**src/rtl/sensor_threshold_finder_pkg.sv**
```systemverilog
// Shared widths, constants and the state encoding for the sensor threshold finder.
// Model: temperature = base + ((sensor * coef) >> SHIFT).
package sensor_threshold_finder_pkg;

   localparam int SENSOR_W = 4;
   localparam int SHIFT    = 3;
   localparam int BASE_W   = 5;
   localparam int COEF_W   = 4;
   localparam int TEMP_W   = 8;

   localparam logic [SENSOR_W-1:0] SENSOR_MAX = 4'd15;

   typedef enum logic [1:0] {
      ST_IDLE   = 2'd0,
      ST_SEARCH = 2'd1,
      ST_DONE   = 2'd2
   } state_e;

endpackage

```
**src/rtl/sensor_threshold_finder_temp_model.sv**
```systemverilog
// Combinational forward temperature model: base + ((s * coef) >> SHIFT).
// The 8-bit product and the 8-bit sum cannot overflow for 5/4/4-bit operands.
module temp_model
   import sensor_threshold_finder_pkg::*;
(
   input  logic [BASE_W-1:0]   base_i,
   input  logic [COEF_W-1:0]   coef_i,
   input  logic [SENSOR_W-1:0] s_i,
   output logic [TEMP_W-1:0]   temp_o
);

   logic [TEMP_W-1:0] product;
   logic [TEMP_W-1:0] scaled;

   assign product = {4'b0000, s_i} * {4'b0000, coef_i};
   assign scaled  = product >> SHIFT;
   assign temp_o  = {3'b000, base_i} + scaled;

endmodule

```
**src/rtl/sensor_threshold_finder.sv**
```systemverilog
// Inverts the forward temperature model: walks s = 0..15 one per cycle and reports
// the smallest s whose modelled temperature reaches the latched target.
module sensor_threshold_finder
   import sensor_threshold_finder_pkg::*;
(
   input  logic                clk,
   input  logic                rst,
   input  logic                start,
   input  logic [BASE_W-1:0]   factory_base_temp,
   input  logic [COEF_W-1:0]   factory_temp_coef,
   input  logic [TEMP_W-1:0]   target_temp,
   output logic                busy,
   output logic                done,
   output logic                found,
   output logic [SENSOR_W-1:0] sensor_threshold,
   output logic [TEMP_W-1:0]   model_temp
);

   state_e              state_q, state_d;
   logic [SENSOR_W-1:0] s_q, s_d;
   logic [BASE_W-1:0]   base_q, base_d;
   logic [COEF_W-1:0]   coef_q, coef_d;
   logic [TEMP_W-1:0]   target_q, target_d;
   logic                found_q, found_d;
   logic [SENSOR_W-1:0] thr_q, thr_d;
   logic [TEMP_W-1:0]   model_q, model_d;
   logic [TEMP_W-1:0]   model_s;

   temp_model u_temp_model (
      .base_i (base_q),
      .coef_i (coef_q),
      .s_i    (s_q),
      .temp_o (model_s)
   );

   // NOTE: every next-state variable takes its held value first, so no path leaves it unassigned (no latch).
   always_comb begin
      state_d  = state_q;
      s_d      = s_q;
      base_d   = base_q;
      coef_d   = coef_q;
      target_d = target_q;
      found_d  = found_q;
      thr_d    = thr_q;
      model_d  = model_q;

      case (state_q)
         ST_IDLE: begin
            if (start) begin
               base_d   = factory_base_temp;
               coef_d   = factory_temp_coef;
               target_d = target_temp;
               s_d      = '0;
               state_d  = ST_SEARCH;
            end
         end
         ST_SEARCH: begin
            if (model_s >= target_q) begin
               thr_d   = s_q;
               model_d = model_s;
               found_d = 1'b1;
               state_d = ST_DONE;
            end else if (s_q == SENSOR_MAX) begin
               thr_d   = SENSOR_MAX;
               model_d = model_s;
               found_d = 1'b0;
               state_d = ST_DONE;
            end else begin
               s_d = s_q + 1'b1;
            end
         end
         ST_DONE: state_d = ST_IDLE;
         default: state_d = ST_IDLE;
      endcase
   end

   // NOTE: state registers use non-blocking assignments so all of them update together on the edge.
   always_ff @(posedge clk or posedge rst) begin
      if (rst) begin
         state_q  <= ST_IDLE;
         s_q      <= '0;
         base_q   <= '0;
         coef_q   <= '0;
         target_q <= '0;
         found_q  <= 1'b0;
         thr_q    <= '0;
         model_q  <= '0;
      end else begin
         state_q  <= state_d;
         s_q      <= s_d;
         base_q   <= base_d;
         coef_q   <= coef_d;
         target_q <= target_d;
         found_q  <= found_d;
         thr_q    <= thr_d;
         model_q  <= model_d;
      end
   end

   // Results stay registered across later searches; only reset clears them.
   assign busy             = (state_q == ST_SEARCH);
   assign done             = (state_q == ST_DONE);
   assign found            = found_q;
   assign sensor_threshold = thr_q;
   assign model_temp       = model_q;

endmodule

```
**config.mk**
```make
export PLATFORM = sky130hd
export DESIGN_NAME = sensor_threshold_finder
export DESIGN_NICKNAME = d
export VERILOG_FILES = /design/src/rtl/sensor_threshold_finder_pkg.sv /design/src/rtl/sensor_threshold_finder_temp_model.sv /design/src/rtl/sensor_threshold_finder.sv
export SDC_FILE = /design/constraint.sdc
export NUM_CORES = 1
export LEC_CHECK = 0
export CAP_MARGIN = 10
export CELL_PAD_IN_SITES_DETAIL_PLACEMENT = 1
export CELL_PAD_IN_SITES_GLOBAL_PLACEMENT = 1
export CORE_MARGIN = 8
export CORE_UTILIZATION = 30
export CTS_CLUSTER_SIZE = 14
export DETAILED_ROUTE_END_ITERATION = 8
export PLACE_DENSITY_LB_ADDON = 0.1
export SYNTH_ARGS = -nofsm -noshare
export SYNTH_HDL_FRONTEND = slang
export SYNTH_HIERARCHICAL = 1
export SYNTH_SLANG_ARGS = --single-unit
```
**constraint.sdc**
```tcl
create_clock -name clk -period 4.5 [get_ports clk]
set_clock_uncertainty 0.1 [all_clocks]
set_input_delay 0.9 -clock clk [delete_from_list [all_inputs] [get_ports clk]]
set_output_delay 0.9 -clock clk [all_outputs]
set_load 0.005 [all_outputs]
```
# --- Word-level counts from Yosys, hierarchy flattened ---
# Cells that the tools add are included.
# W data, S select, Z words.
totals:
  reg_bits: 36
  in_bits: 20
  elab_cells: 40
classes:
  add_sub_neg: 2
  n_mul: 1
  magnitude_cmp: 1
  n_eq_ne: 7
  muxes: 14
  n_reduce_logical: 7
op_table:
  columns: ["cell", "count"]
  rows:
  - ["$mux W4", 5]
  - ["$mux W8", 2]
  - ["$ge A8 B8 Y1", 1]
  - ["$mul A4 B4 Y8", 1]
  - ["$pmux W4 S2", 1]
  - ["$add A5 B5 Y6", 1]
  - ["$mux W2", 3]
  - ["$ne A2 B2 Y1 const B", 3]
  - ["$reduce_and A2 Y1", 3]
  - ["$add A4 B1 Y4 const B", 1]
  - ["$eq A4 B4 Y1 const B", 1]
  - ["$pmux W2 S2", 1]
  - ["$reduce_and A4 Y1", 1]
  - ["$reduce_bool A2 Y1", 2]
  - ["$ne A3 B1 Y1 const B", 1]
  - ["$eq A2 B1 Y1 const B", 1]
  - ["$eq A2 B2 Y1 const B", 1]
  - ["$logic_not A2 Y1", 1]
  - ["$mux W1", 2]

# --- Logic depth before layout (Yosys ltp) ---
logic_depth:
  ltp_word: 5
  ltp_mapped: 22

# --- Cells and area by module ---
# Netlist, hierarchy kept.
by_module_without_submodules:
  columns: ["mod", "n_inst", "cells_each", "area_per_inst_um2"]
  rows:
  - ["sensor_threshold_finder", 1, 124, 1640.3]
  - ["temp_model", 1, 67, 573.0]

# --- Least setup slack after synthesis ---
# Ideal clock, no wire load.
synth_path:
  path_kind: "register to register"
  startpoint: "register s_q[0]"
  endpoint: "register model_q[1], in the netlist model_temp[1]"
  setup_time_ns: 0.125
  arrival_time_ns: 4.746
  t_required_ns: 4.275
  slack_ns: -0.471
  path_stages_with_launch: 19
  path_buffers: 1
  path_cell_list: "dfrtp_1 -> nand2_1 -> fa_1 -> inv_1 -> fa_1 -> inv_1 -> fa_1 -> inv_1 -> ha_1 -> fa_1 -> a21o_1 -> a21oi_1 -> xnor2_1 -> ha_1 -> o21ai_0 -> o41a_4 -> a21oi_4 -> buf_12 -> mux2_4"
synth_via:
  elab_chain_cells: 5
synth_lines:
  columns: ["element", "line", "source"]
  rows:
  - ["start: declaration", "sensor_threshold_finder.sv:20", "logic [SENSOR_W-1:0] s_q, s_d;"]
  - ["start signal: assignment", "sensor_threshold_finder.sv:81", "s_q <= '0;"]
  - ["start signal: assignment", "sensor_threshold_finder.sv:90", "s_q <= s_d;"]
  - ["$mul A4 B4 Y8 *", "sensor_threshold_finder_temp_model.sv:15", "assign product = {4'b0000, s_i} * {4'b0000, coef_i};"]
  - ["$add A5 B5 Y6 *", "sensor_threshold_finder_temp_model.sv:17", "assign temp_o = {3'b000, base_i} + scaled;"]
  - ["named net model_s[4]", "sensor_threshold_finder.sv:27", "logic [TEMP_W-1:0] model_s;"]
  - ["$ge A8 B8 Y1 *", "sensor_threshold_finder.sv:58", "if (model_s >= target_q) begin"]
  - ["$reduce_bool A2 Y1 (no line)", null, null]
  - ["$reduce_and A2 Y1 (no line)", null, null]
  - ["end signal: assignment", "sensor_threshold_finder.sv:96", "model_q <= model_d;"]
  - ["end: declaration", "sensor_threshold_finder.sv:26", "logic [TEMP_W-1:0] model_q, model_d;"]
# Mark *: on every way through the listed nets, which the timed path passes. The rest lies on a longest branch. The select of a mux whose other input is x is not followed.
# A chain may end at the register's enable or synchronous reset.

# --- Final worst setup path ---
layout_path:
  startpoint: "register s_q[2]"
  endpoint: "register model_q[1], in the netlist model_temp[1]"
# Same word-level chain as after synthesis.

==> results.yml <==
logic_synthesis:
  synth_edf_count: 0
  yosys_warnings: 6
  yosysSeqAreaShare_pct: 40.7
  synth_cell_types: 39
  synth_area_mm2: 0.00221
  synthFlopType: "dfrtp_1"
  ys_ff_latch: 36
  synth_cells: 191
  async_reset_ff_share_pct: 100
  syn_avg_cell_area_um2: 11.6
critical_path:
  reg2reg_slack_ns: -0.30
  slowest_delay_ns: 0.53
  worstSetupPathType: "register to register"
  critPathLaunchType: "register"
  critPathBufInv: 4
  worstPathArrival_ns: 4.87
  cp-end-kind: "register"
  crit_fanout: 4
  cp_data_required_time_ns: 4.57
  crit_family: "adder cells"
  crit_chain: "nand2_2 -> fa_1 -> inv_1 -> fa_1 -> inv_2 -> fa_2 -> inv_2 -> ha_4 -> fa_2 -> a21o_1 -> a21oi_2 -> xnor2_2 -> ha_4 -> o21ai_2 -> o41a_4 -> a21oi_4 -> buf_6 -> mux2_4"
  cpMaxStageDelayCell: "fa_1"
grt:
  antenna_found_initial: 0
  track_usage_pct: 11.5
  grt_pass1_wl_mm: 9.29
  grt_overflow: 0
  grt_start_max_net_pins: 37
  grt_pass1_vias: 1932
pwr:
  comb_power_share_pct: 68.1
  swShare_pct: 36.3
  ir_worst_vdd_mv: 0.245
  power_switching_mw: 0.926
  cellInternalPower_mw: 1.63
  clkPwrFrac_pct: 9.5
  seqPwrFrac_pct: 22.4
  power_per_cell_area_mw_per_mm2: 776
  p_leak_nw: 1.56
cells_and_area:
  area_growth_pct: 48.6
  insertedDiodeCount: 0
  layout-drive-gt1-share_pct: 37.8
  design_area_mm2: 0.00329
  fin_nets: 318
  fill_cells: 818
cts:
  insertion_delay_ns: 0.29
  htree_levels: 2
  clockBufferDepth: 2
  root_buffer: "clkbuf_8"
  hold_buffers: 0
  cts.sinks: 36
  numCtsBuffers: 5
  clk_pin_slew_ns: 0.07
  cts_tree: "yes"
floorplan:
  io-pin-count: 35
  die_area_mm2: 0.0104
  core_mm2: 0.00721
  core.rowCount: 31
  initial_core_util_pct: 30.7
  die_y_um: 102
  die_w_um: 102
timing:
  fin_crit_sh_pct: 107
  rsz0062_at_grt: "true"
  report.final.slew_viol_count: 0
  hold_viol: 0
  timing.fmax_mhz: 208
  layout_setup_ws_ns: -0.302
  min_period_ns: 4.80
  setup_viol: 19
  slew_headroom_pct: 51.6
  worst_pin_slew_ns: 0.723
  hold_ws_ns: 0.404
drt:
  drcViolationCount: 0
  vias_per_cell: 4.55
  postRouteAntennaNets: 0
  dr.first_iter.drc_count: 28
  dr.pass1.iters: 3
  wirelength_mm: 5.47
  wl_per_cell_um: 14.8
  route.vias.total: 1680
status:
  violations: "setup timing"
  status: "finished, violations left"
worst_hold_path:
  hold_class: "register to register"
placed_design:
  place.port_buffers: 34
  placed_cell_area_mm2: 0.00294
  gp_congestion: 0.737
  dp_hpwl_mm: 4.26
flow_run:
  maxCapViolCount: 0
[per-layer routing]
layer	global-route usage [%]	wire length (um)	vias up	part of all wire, %
li1	-	-	819	-
met1	13.3	2400	834	44
met2	20.5	2810	23	51
met3	2.86	228	4	4.2
met4	3.16	36	0	0.66
met5	0	0	-	0
[final timing paths]
kind | startpoint | end | cells after the start
min reg2reg | sensor_threshold[3] | sensor_threshold[3] | 1
max | s_q[2] | model_temp[1] | 18
min | sensor_threshold[3] | sensor_threshold[3] | 1
min in group asynchronous | rst | model_temp[7] | 3
max reg2reg | s_q[2] | model_temp[1] | 18
max in group asynchronous | rst | base_q[3] | 3
[per-stage QoR]
step | cells | total power, mW | util [%] | worst slack (ns) | TNS, ns
final | 369 | 2.55 | 45.6 | -0.302 | -4.23
after global routing | 369 | 2.77 | 45.6 | -0.538 | -8.70
after CTS | 365 | 2.41 | 43.7 | -0.393 | -5.77
after detailed placement | 354 | 1.97 | 40.7 | -0.402 | -6.28
after global placement | 354 | 1.95 | 40.7 | -0.373 | -5.99
after floorplan | 192 | 1.38 | - | -0.345 | -3.28
[cells in the final DEF (no fill, tap or decap), types with 2 or more instances in the layout]
cell              n
fa_1              3
dfrtp_1          36
nor2b_1           2
o21ai_2           2
buf_4            30
o21ai_0           8
clkdlybuf4s50_1  34
conb_1            2
xnor2_1           2
o22a_1            4
nand2_1           9
ha_2              2
inv_1            14
inv_2             3
ha_4              5
xor2_1            2
fa_2              2
mux2_2           10
nand3_1           4
nand4_1           2
xnor2_2           2
mux2_4            9
clkbuf_8          6
a21oi_2           3
buf_6             9
nand2b_4          2
nand2_2           2
and2_1           10
nand2b_1          3
o21ai_1           2
a21o_1            4
ha_1             17
[worst reg2reg max path: stages, from the launching register on]
cell and delay (ns):
dfrtp_1 0.37, nand2_2 0.07, fa_1 0.53, inv_1 0.05
fa_1 0.52, inv_2 0.05, fa_2 0.53, inv_2 0.04
ha_4 0.15, fa_2 0.37, a21o_1 0.18, a21oi_2 0.17
xnor2_2 0.12, ha_4 0.28, o21ai_2 0.05, o41a_4 0.48
a21oi_4 0.19, buf_6 0.15, mux2_4 0.30
[repair_timing]
| action | 4_1_cts | 5_1_grt |
|---|---|---|
| pin swaps | 4 | 17 |
| gates resized for setup | 23 | 19 |
| endpoints found under the setup margin | 19 | 19 |
| setup buffers | 3 | 4 |
[synth_stat cells, types with 2 or more instances]
| cell | count | area share [%] |
|---|---|---|
| a211oi_1 | 2 | 0.68 |
| a21o_1 | 4 | 1.4 |
| a21oi_1 | 4 | 0.90 |
| a31oi_1 | 2 | 0.57 |
| and2_1 | 10 | 2.8 |
| buf_4 | 2 | 0.68 |
| dfrtp_1 | 36 | 41 |
| fa_1 | 5 | 4.5 |
| ha_1 | 24 | 14 |
| inv_1 | 17 | 2.9 |
| mux2_2 | 14 | 7.1 |
| mux2_4 | 5 | 3.4 |
| nand2_1 | 11 | 1.9 |
| nand2b_1 | 4 | 1.1 |
| nand3_1 | 5 | 1.1 |
| nand4_1 | 2 | 0.57 |
| nor2_1 | 2 | 0.34 |
| nor2b_1 | 2 | 0.57 |
| nor3_1 | 2 | 0.45 |
| o21ai_0 | 11 | 2.5 |
| o22a_1 | 4 | 1.6 |
| xnor2_1 | 4 | 1.6 |
| xor2_1 | 3 | 1.2 |
[sequential cells by signal, summed over array words and instances (netlist names)]
name              count
coef_q                4
found                 1
model_temp            8
sensor_threshold      4
target_q              8
base_q                5
s_q                   4
state_q               2
[power by group through the flow]
stage	logic, mW	registers [mW]	clock network [mW]
after floorplan	0.807	0.576	0
after global placement	1.38	0.577	0
after detailed placement	1.39	0.582	0
after CTS	1.58	0.578	0.254
after global routing	1.91	0.597	0.266
final	1.74	0.571	0.243
[final cells by class]
type | instances | area (um^2) | area share (%)
Inverter | 17 | 63.8 | 1.94
Multi-Input combinational cell | 134 | 1400 | 42.7
Clock buffer | 7 | 86.3 | 2.63
Timing Repair Buffer | 75 | 702 | 21.3
Clock inverter | 1 | 7.51 | 0.228
Sequential cell | 36 | 901 | 27.4
Tap cell | 99 | 124 | 3.77
[kinds of logic after synthesis]
logic type | share of synthesized area, %
compound gates | 12.1
xor+xnor | 2.77
fa+ha+maj | 18.1
buf+inv | 4.86
flops | 40.7
mux | 11.0
other cells | 0.169
simple gates | 10.3
Power figures use the tool's default switching activity.
